$ cat src/rtl/alu_pkg.sv
// Shared definitions for the chunked Y86-64 ALU: op codes, FSM states, CC bit positions.
package alu_pkg;

  localparam logic [1:0] ALU_ADD = 2'd0;
  localparam logic [1:0] ALU_SUB = 2'd1;
  localparam logic [1:0] ALU_AND = 2'd2;
  localparam logic [1:0] ALU_XOR = 2'd3;

  typedef enum logic [1:0] {
    ST_IDLE = 2'd0,
    ST_BUSY = 2'd1,
    ST_DONE = 2'd2
  } state_t;

  // Condition-code vector layout; CF sits above the Y86 ZF/SF/OF triple.
  localparam int unsigned CC_OF = 0;
  localparam int unsigned CC_SF = 1;
  localparam int unsigned CC_ZF = 2;
  localparam int unsigned CC_CF = 3;
  localparam int unsigned CC_W  = 4;

  // ADD and SUB share the adder path; AND and XOR are bitwise.
  function automatic logic is_arith(input logic [1:0] op);
    return (op == ALU_ADD) || (op == ALU_SUB);
  endfunction

endpackage

$ cat src/rtl/alu_chunk_slice.sv
// Combinational CHUNK-bit ALU slice; carry passes straight through on logical ops.
module alu_chunk_slice
  import alu_pkg::*;
#(
  parameter int unsigned CHUNK = 16
) (
  input  logic [CHUNK-1:0] a,
  input  logic [CHUNK-1:0] b_eff,
  input  logic             cin,
  input  logic [1:0]       op,
  output logic [CHUNK-1:0] res,
  output logic             cout
);

  logic [CHUNK:0] sum;

  // Adder with carry-in, then op select.
  always_comb begin
    sum  = {1'b0, a} + {1'b0, b_eff} + (CHUNK+1)'(cin);
    res  = sum[CHUNK-1:0];
    cout = cin;
    case (op)
      ALU_ADD, ALU_SUB: begin
        res  = sum[CHUNK-1:0];
        cout = sum[CHUNK];
      end
      ALU_AND: res = a & b_eff;
      default: res = a ^ b_eff;
    endcase
  end

endmodule

$ cat src/rtl/seq_alu_chunked.sv
// Multi-cycle ALU: processes WIDTH-bit operands CHUNK bits per clock, flags on completion.
module seq_alu_chunked
  import alu_pkg::*;
#(
  parameter int unsigned WIDTH = 64,
  parameter int unsigned CHUNK = 16
) (
  input  logic             clk,
  input  logic             rst,
  input  logic             in_valid,
  output logic             in_ready,
  input  logic [1:0]       op,
  input  logic [WIDTH-1:0] a,
  input  logic [WIDTH-1:0] b,
  output logic             out_valid,
  input  logic             out_ready,
  output logic [WIDTH-1:0] result,
  output logic             zf,
  output logic             sf,
  output logic             of,
  output logic             cf
);

  localparam int unsigned NCHUNK = WIDTH / CHUNK;
  localparam int unsigned IDXW   = (NCHUNK > 1) ? $clog2(NCHUNK) : 1;
  localparam logic [IDXW-1:0] LAST_IDX = IDXW'(NCHUNK - 1);

  state_t            state_q, state_d;
  logic [WIDTH-1:0]  a_q, a_d;
  logic [WIDTH-1:0]  b_q, b_d;
  logic [WIDTH-1:0]  result_d;
  logic [1:0]        op_q, op_d;
  logic              carry_q, carry_d;
  logic [IDXW-1:0]   idx_q, idx_d;
  logic [CC_W-1:0]   cc_d;

  logic [CHUNK-1:0]  a_chunk, b_chunk, s_res;
  logic              s_cout;

  // Pick the operand chunks addressed by the chunk index.
  always_comb begin
    a_chunk = '0;
    b_chunk = '0;
    for (int unsigned i = 0; i < NCHUNK; i++) begin
      if (idx_q == IDXW'(i)) begin
        a_chunk = a_q[i*CHUNK +: CHUNK];
        b_chunk = b_q[i*CHUNK +: CHUNK];
      end
    end
  end

  alu_chunk_slice #(.CHUNK(CHUNK)) u_slice (
    .a     (a_chunk),
    .b_eff (b_chunk),
    .cin   (carry_q),
    .op    (op_q),
    .res   (s_res),
    .cout  (s_cout)
  );

  // Next-state and datapath update.
  always_comb begin
    state_d  = state_q;
    a_d      = a_q;
    b_d      = b_q;
    op_d     = op_q;
    carry_d  = carry_q;
    idx_d    = idx_q;
    result_d = result;
    cc_d        = '0;
    cc_d[CC_ZF] = zf;
    cc_d[CC_SF] = sf;
    cc_d[CC_OF] = of;
    cc_d[CC_CF] = cf;

    case (state_q)
      ST_IDLE: begin
        if (in_valid && in_ready) begin
          a_d     = a;
          b_d     = (op == ALU_SUB) ? ~b : b;
          op_d    = op;
          carry_d = (op == ALU_SUB);
          idx_d   = '0;
          state_d = ST_BUSY;
        end
      end

      ST_BUSY: begin
        for (int unsigned i = 0; i < NCHUNK; i++) begin
          if (idx_q == IDXW'(i)) result_d[i*CHUNK +: CHUNK] = s_res;
        end
        carry_d = s_cout;
        idx_d   = idx_q + IDXW'(1);
        if (idx_q == LAST_IDX) begin
          idx_d       = '0;
          cc_d[CC_ZF] = ~|result_d;
          cc_d[CC_SF] = result_d[WIDTH-1];
          cc_d[CC_OF] = is_arith(op_q) && (a_q[WIDTH-1] == b_q[WIDTH-1]) &&
                        (result_d[WIDTH-1] != a_q[WIDTH-1]);
          case (op_q)
            ALU_ADD: cc_d[CC_CF] = s_cout;
            ALU_SUB: cc_d[CC_CF] = ~s_cout;
            default: cc_d[CC_CF] = 1'b0;
          endcase
          state_d = ST_DONE;
        end
      end

      ST_DONE: begin
        if (out_ready) state_d = ST_IDLE;
      end

      default: state_d = ST_IDLE;
    endcase
  end

  // State, datapath and registered handshake/flag outputs.
  always_ff @(posedge clk) begin
    if (rst) begin
      state_q   <= ST_IDLE;
      a_q       <= '0;
      b_q       <= '0;
      op_q      <= ALU_ADD;
      carry_q   <= 1'b0;
      idx_q     <= '0;
      result    <= '0;
      zf        <= 1'b0;
      sf        <= 1'b0;
      of        <= 1'b0;
      cf        <= 1'b0;
      in_ready  <= 1'b1;
      out_valid <= 1'b0;
    end else begin
      state_q   <= state_d;
      a_q       <= a_d;
      b_q       <= b_d;
      op_q      <= op_d;
      carry_q   <= carry_d;
      idx_q     <= idx_d;
      result    <= result_d;
      zf        <= cc_d[CC_ZF];
      sf        <= cc_d[CC_SF];
      of        <= cc_d[CC_OF];
      cf        <= cc_d[CC_CF];
      in_ready  <= (state_d == ST_IDLE);
      out_valid <= (state_d == ST_DONE);
    end
  end

endmodule
$ cat config.mk
export PLATFORM = sky130hd
export DESIGN_NAME = seq_alu_chunked
export DESIGN_NICKNAME = d
export VERILOG_FILES = /design/src/rtl/alu_pkg.sv /design/src/rtl/alu_chunk_slice.sv /design/src/rtl/seq_alu_chunked.sv
export SDC_FILE = /design/constraint.sdc
export NUM_CORES = 1
export LEC_CHECK = 0
export BUFFER_PORTS_ARGS = -buffer_cell sky130_fd_sc_hd__buf_2
export CAP_MARGIN = 5
export CORE_MARGIN = 5
export CORE_UTILIZATION = 45
export CTS_BUF_LIST = sky130_fd_sc_hd__clkbuf_4 sky130_fd_sc_hd__clkbuf_8 sky130_fd_sc_hd__clkbuf_16
export DETAILED_ROUTE_END_ITERATION = 10
export GPL_TIMING_DRIVEN = 0
export MAX_ROUTING_LAYER = met4
export PLACE_DENSITY = 0.67
export SETUP_SLACK_MARGIN = 0.15
export SKIP_LAST_GASP = 1
export SLEW_MARGIN = 20
export SYNTH_ARGS = -nofsm -noshare
export SYNTH_HDL_FRONTEND = slang
export SYNTH_HIERARCHICAL = 1
export SYNTH_SLANG_ARGS = --single-unit
$ cat constraint.sdc
create_clock -name clk -period 9.4 [get_ports clk]
set_input_delay 2.35 -clock clk [delete_from_list [all_inputs] [get_ports clk]]
set_output_delay 2.35 -clock clk [all_outputs]
set_load 0.005 [all_outputs]
# Word-level counts from Yosys, hierarchy flattened

Index checks and enable logic that the tools add are counted.

Bits in read-only memories: 0
Latch bits: 0
Register bits: 205
Memories: 0
Input bits: 134
Output and inout port bits: 70
Bits in writable memories: 0

Mux-type cells: 29
Divide/modulo/power cells: 0
Add/sub/neg operators: 3
Shift operators: 0
Bitwise operators: 4
$mul: 0
Reduce and logical (&&, ||, !) cells: 15
Equality and inequality tests: 12
Order comparisons: 0

Operators with widths:

| cell                                                | number |
|---|---|
| two-way mux 16 bit                                  | 16 |
| two-way mux 64 bit                                  | 1 |
| inverter 64 bit                                     | 1 |
| OR reduction 64 bit                                 | 1 |
| one-hot mux 16 bit (2 select lines)                 | 1 |
| adder 16 x 16 -> 17 bit                             | 1 |
| adder 17 x 1 -> 17 bit                              | 1 |
| bitwise AND 16 bit                                  | 1 |
| bitwise XOR 16 bit                                  | 1 |
| equality test 2 bit, second input constant          | 5 |
| two-way mux 2 bit                                   | 5 |
| equality test 2 x 1 -> 1 bit, second input constant | 4 |
| logical NOT 2 bit                                   | 4 |
| one-hot mux 2 bit (3 select lines)                  | 1 |
| AND reduction 2 bit                                 | 3 |
| one-hot mux 1 bit (2 select lines)                  | 2 |
| one-hot mux 2 bit (2 select lines)                  | 1 |
| logical AND 1 bit                                   | 3 |
| adder 2 x 1 -> 2 bit, second input constant         | 1 |
| two-way mux 1 bit                                   | 2 |
| != test 2 bit, second input constant                | 1 |
| nonzero test 2 bit                                  | 1 |
| OR reduction 2 bit                                  | 1 |
| equality test 1 bit                                 | 1 |
| 4 further kinds                                     | 4 |

# Depth between registers and ports, before layout

Word-level depth: 12
Gate-level depth with buffers: 23

# Modules after synthesis

Netlist, hierarchy kept.

By module, submodules not included:

| module          | cells an instance | area each (µm²) | times used |
|---|---|---|---|
| seq_alu_chunked | 1209              | 9395.3          | 1 |
| alu_chunk_slice | 191               | 1307.5          | 1 |

# Least setup slack after synthesis

Ideal clock, no wire load.

Path kind: register to register
Start: register idx_q[0]
End: register zf
Slack: 5.203 ns
Data required time: 9.331 ns
Setup time: 0.069 ns
Arrival: 4.128 ns
Stages on the path, launching flop included: 23
Path buffers: 4
Path through: dfxtp_1 -> inv_1 -> ha_1 -> buf_2 -> buf_2 -> buf_1 -> a21oi_1 -> o21ai_0 -> fa_1 -> inv_1 -> fa_1 -> nand2b_1 -> a21oi_1 -> o31ai_2 -> a21oi_1 -> or3_1 -> a31o_2 -> buf_6 -> nor4_2 -> mux2i_1 -> nor4_1 -> nand4_1 -> o21ai_1

Longest elaborated chain between the ends: 12

RTL lines:

| what                                  | line                   | RTL |
|---|---|---|
| start: declaration                    | seq_alu_chunked.sv:34  | `logic [IDXW-1:0] idx_q, idx_d;` |
| start signal: assignment              | seq_alu_chunked.sv:139 | `idx_q <= idx_d;` |
| logical NOT 2 bit                     | seq_alu_chunked.sv:45  | `if (idx_q == IDXW'(i)) begin` |
| two-way mux 16 bit (3 in a row)       | seq_alu_chunked.sv:45  |  |
| two-way mux 16 bit *                  | seq_alu_chunked.sv:45  |  |
| named net a_chunk[0]                  | seq_alu_chunked.sv:37  | `logic [CHUNK-1:0] a_chunk, b_chunk, s_res;` |
| adder 16 x 16 -> 17 bit *             | alu_chunk_slice.sv:19  | `sum = {1'b0, a} + {1'b0, b_eff} + (CHUNK+1)'(cin);` |
| adder 17 x 1 -> 17 bit *              | alu_chunk_slice.sv:19  |  |
| one-hot mux 16 bit (2 select lines) * | alu_chunk_slice.sv:22  | `case (op)` |
| named net s_res[14]                   | seq_alu_chunked.sv:37  |  |
| two-way mux 16 bit                    | seq_alu_chunked.sv:90  | `if (idx_q == IDXW'(i)) result_d[i*CHUNK +: CHUNK] = s_res;` |
| two-way mux 16 bit                    | seq_alu_chunked.sv:76  | `case (state_q)` |
| OR reduction 64 bit *                 | seq_alu_chunked.sv:96  | `cc_d[CC_ZF] = ~\|result_d;` |
| logical NOT 1 bit *                   | seq_alu_chunked.sv:96  |  |
| end signal: assignment                | seq_alu_chunked.sv:141 | `zf <= cc_d[CC_ZF];` |
| end: declaration                      | seq_alu_chunked.sv:18  | `output logic zf,` |

The timed path passes the listed nets; every way through them passes the cells marked *. The select of a mux whose other input is x is not followed.
A chain may end at the register's enable or synchronous reset.

# Worst setup path after layout

Ends and elaborated chain as after synthesis.

==> results.sh <==
export IMPL_status="finished clean"
export IMPL_synthTopCellsByArea="dfxtp_1 (38%), nand2_1 (12%), a21oi_1 (11%), xnor2_1 (5.4%), a211oi_1 (3.4%)"
export IMPL_min_period_ps=5440
export IMPL_grt_pass1_wl_mm=54.4
export IMPL_synth_area_per_cell_um2=7.64
export IMPL_dp_hpwl_mm=27.3
export IMPL_gr_total_overflow=0
export IMPL_fmax_mhz=184
export IMPL_die_area_um2=27000
export IMPL_postSynth_asyncResetShare_pct=0
export IMPL_p_per_area_nw_per_um2=188
export IMPL_routed_wl_mm=35.4
export IMPL_fin_skew_ps=16.6
export IMPL_core_area_um2=23500
export IMPL_whs_ps=454
export IMPL_clk_pin_slew_ps=60
export IMPL_leakage_nw=5.01
export IMPL_holdBufCountCts=0
export IMPL_gp_congestion=0.926
export IMPL_synth_top_cell_area_share_pct=38.3
export IMPL_drc=0
export IMPL_finalMaxSlewViolations=0
export IMPL_hold_viol=0
export IMPL_hold_class="flip-flop to flip-flop"
export IMPL_cts_tree="yes"
export IMPL_critPathArrivalTime_ps=5880
export IMPL_setup_viol=0
export IMPL_start_util_pct=45.6
export IMPL_syn_nets=1556
export IMPL_path_max_fanout=10
export IMPL_drtPass1Iterations=5
export IMPL_cts_buffers=23
export IMPL_worst_pin_slew_ps=1020
export IMPL_ir_worst_vdd_v=0.000102
export IMPL_antenna_cells=0
export IMPL_cts_resized=0
export IMPL_grt_max_degree=15
export IMPL_cts_setup_buffers=0
export IMPL_synth_most_common_cell="nand2_1"
export IMPL_drive_gt1_share_pct=21.4
export IMPL_worstSkewPairLatency_ps=520
export IMPL_dpl_cell_area_um2=12100
export IMPL_ant_nets=0
export IMPL_synth_commonest_cells="nand2_1 (353), a21oi_1 (228), dfxtp_1 (205)"
export IMPL_num_vias=10682
export IMPL_pin_count=204
export IMPL_synth_top_flop_cell="dfxtp_1"
export IMPL_finalCritPeriodShare_pct=57.9
export IMPL_dpl_cell_count=1921
export IMPL_synth_edf_count=0
export IMPL_synth_warnings=6
export IMPL_nNetsFinal=1783
export IMPL_grt_use_total_pct=26.2
export IMPL_final_cell_count_no_fill=1960
export IMPL_clockBufferDepth=3
export IMPL_drt_iter0_markers=864
export IMPL_viasPerCell=5.45
export IMPL_syn_inst=1400
export IMPL_synth_area_leader_cell="dfxtp_1"
export IMPL_cap_viol_max_count=0
export IMPL_stdcell_area_um2=12800
export IMPL_synth_area_um2=10700
export IMPL_ys_ff_latch=205
export IMPL_yosysSeqAreaShare_pct=38.3
export IMPL_setup_tns_ps=0
export IMPL_seqCellArea_um2=4100
export IMPL_wire_per_inst_um=18.1
export IMPL_grt_pass1_vias=10114
export IMPL_cts_root_buf="clkbuf_16"
export IMPL_crit_type="flip-flop to flip-flop"
export IMPL_required_ps=9840
export IMPL_cp_end_kind="flip-flop"
export IMPL_die_x_um=164
export IMPL_port_buffers=202
export IMPL_cp_start_kind="flip-flop"
export IMPL_slew_headroom_pct=32.2
export IMPL_clock_sinks=205
export IMPL_area_growth_pct=20.0
export IMPL_htree_levels=1
export IMPL_antenna_found_initial=0
export IMPL_rsz0062_at_grt="false"
export IMPL_yosysUniqueCellTypes=61
export IMPL_multi_input_area_um2=5900
export IMPL_core_rowCount=56
export IMPL_nFillCells=2305
export IMPL_fp_dieH_um=164
state kept, by name, indices dropped and copies added (netlist names), 2 cells and up:
signal   cells
idx_q        2
result      64
a_q         64
state_q      2
op_q         2
b_q         64
stage by stage:
stage / power, mW / setup slack (ps) / utilization, %
4_1_cts: 2.41 / 4070 / 54.7
2_1_floorplan: 1.36 / 5200 / -
3_5_place_dp: 1.55 / 4110 / 51.6
5_1_grt: 2.51 / 3500 / 54.7
3_3_place_gp: 1.54 / 4150 / 51.6
6_report: 2.41 / 3960 / 54.7
per-layer routing:
layer,track usage [%],vias to the layer above,part of all wire [%]
met5,-,-,0
met4,7.09,0,2.7
met3,3.86,65,7.7
met2,40.9,430,46
met1,35.5,4957,44
li1,-,5230,-
cell type report:
cell class	count	area share (%)
inverter	12	0.351
buffer	126	5.12
tap	319	3.11
timing repair buffer	202	7.87
multi-input combinational	1057	45.9
clock inverter	12	0.789
sequential	205	32.0
clock buffer	27	4.86
critical path, stage by stage (launching register included):
cell and delay [ps]:
dfxtp_1 350, inv_1 90, ha_1 140, buf_2 320, buf_2 370, buf_1 430, a21oi_1 160, o21ai_0 410
fa_1 300, inv_1 60, fa_1 380, nand2b_1 200, a21oi_1 300, o31ai_2 140, a21oi_1 250, o31a_1 170
o31ai_1 110, buf_6 190, nor4_2 250, mux2i_1 160, nor4_1 290, nand4_1 140, o21ai_1 140
cell usage in the layout, fill, tap and decap left out, types with 3 or more instances in the layout:
| cell type | n |
|---|---|
| nand3_1 | 12 |
| nor2b_1 | 3 |
| a211oi_1 | 48 |
| dfxtp_1 | 205 |
| clkbuf_4 | 3 |
| nand2b_1 | 5 |
| a21oi_1 | 228 |
| mux2i_1 | 16 |
| nor2_1 | 95 |
| a22oi_1 | 4 |
| nand3b_1 | 33 |
| o21ai_0 | 47 |
| o21a_1 | 5 |
| buf_6 | 8 |
| a211oi_2 | 20 |
| nand2_1 | 353 |
| ha_1 | 20 |
| and2_1 | 4 |
| nor4_1 | 20 |
| buf_4 | 17 |
| clkbuf_16 | 23 |
| nor3_1 | 18 |
| mux2_2 | 8 |
| xnor2_1 | 66 |
| o31ai_1 | 4 |
| buf_1 | 5 |
| clkbuf_8 | 3 |
| inv_1 | 12 |
| buf_2 | 244 |
| nand4_1 | 5 |
| a21o_1 | 3 |
| clkinv_2 | 6 |
| clkbuf_1 | 52 |
power by group:
| group | switching (mW) | total [mW] | internal [mW] |
|---|---|---|---|
| Sequential | 0.0355 | 0.964 | 0.928 |
| Clock | 0.365 | 0.868 | 0.503 |
| Combinational | 0.362 | 0.577 | 0.215 |
| Total | 0.762 | 2.41 | 1.65 |
final timing paths:
path                            endpoint      from  slack, ps  cells past startpoint
worst max-delay path                  zf  idx_q[0]       3960                     22
worst min-delay path             a_q[21]   a_q[21]        450                      2
worst min register to register   a_q[21]   a_q[21]        450                      2
worst max register to register        zf  idx_q[0]       3960                     22
logic make-up after synthesis:
group | Yosys count | synth area share, %
xor gates and xnor gates | 67 | 5.48
and+or+nand+nor | 565 | 23.1
AOI/OAI and AO/OA | 379 | 21.5
buffers and inverters | 138 | 6.56
DFF | 205 | 38.3
adders and majority gates | 22 | 2.71
muxes | 24 | 2.34
Note: power is estimated with default switching activity, not from simulation.
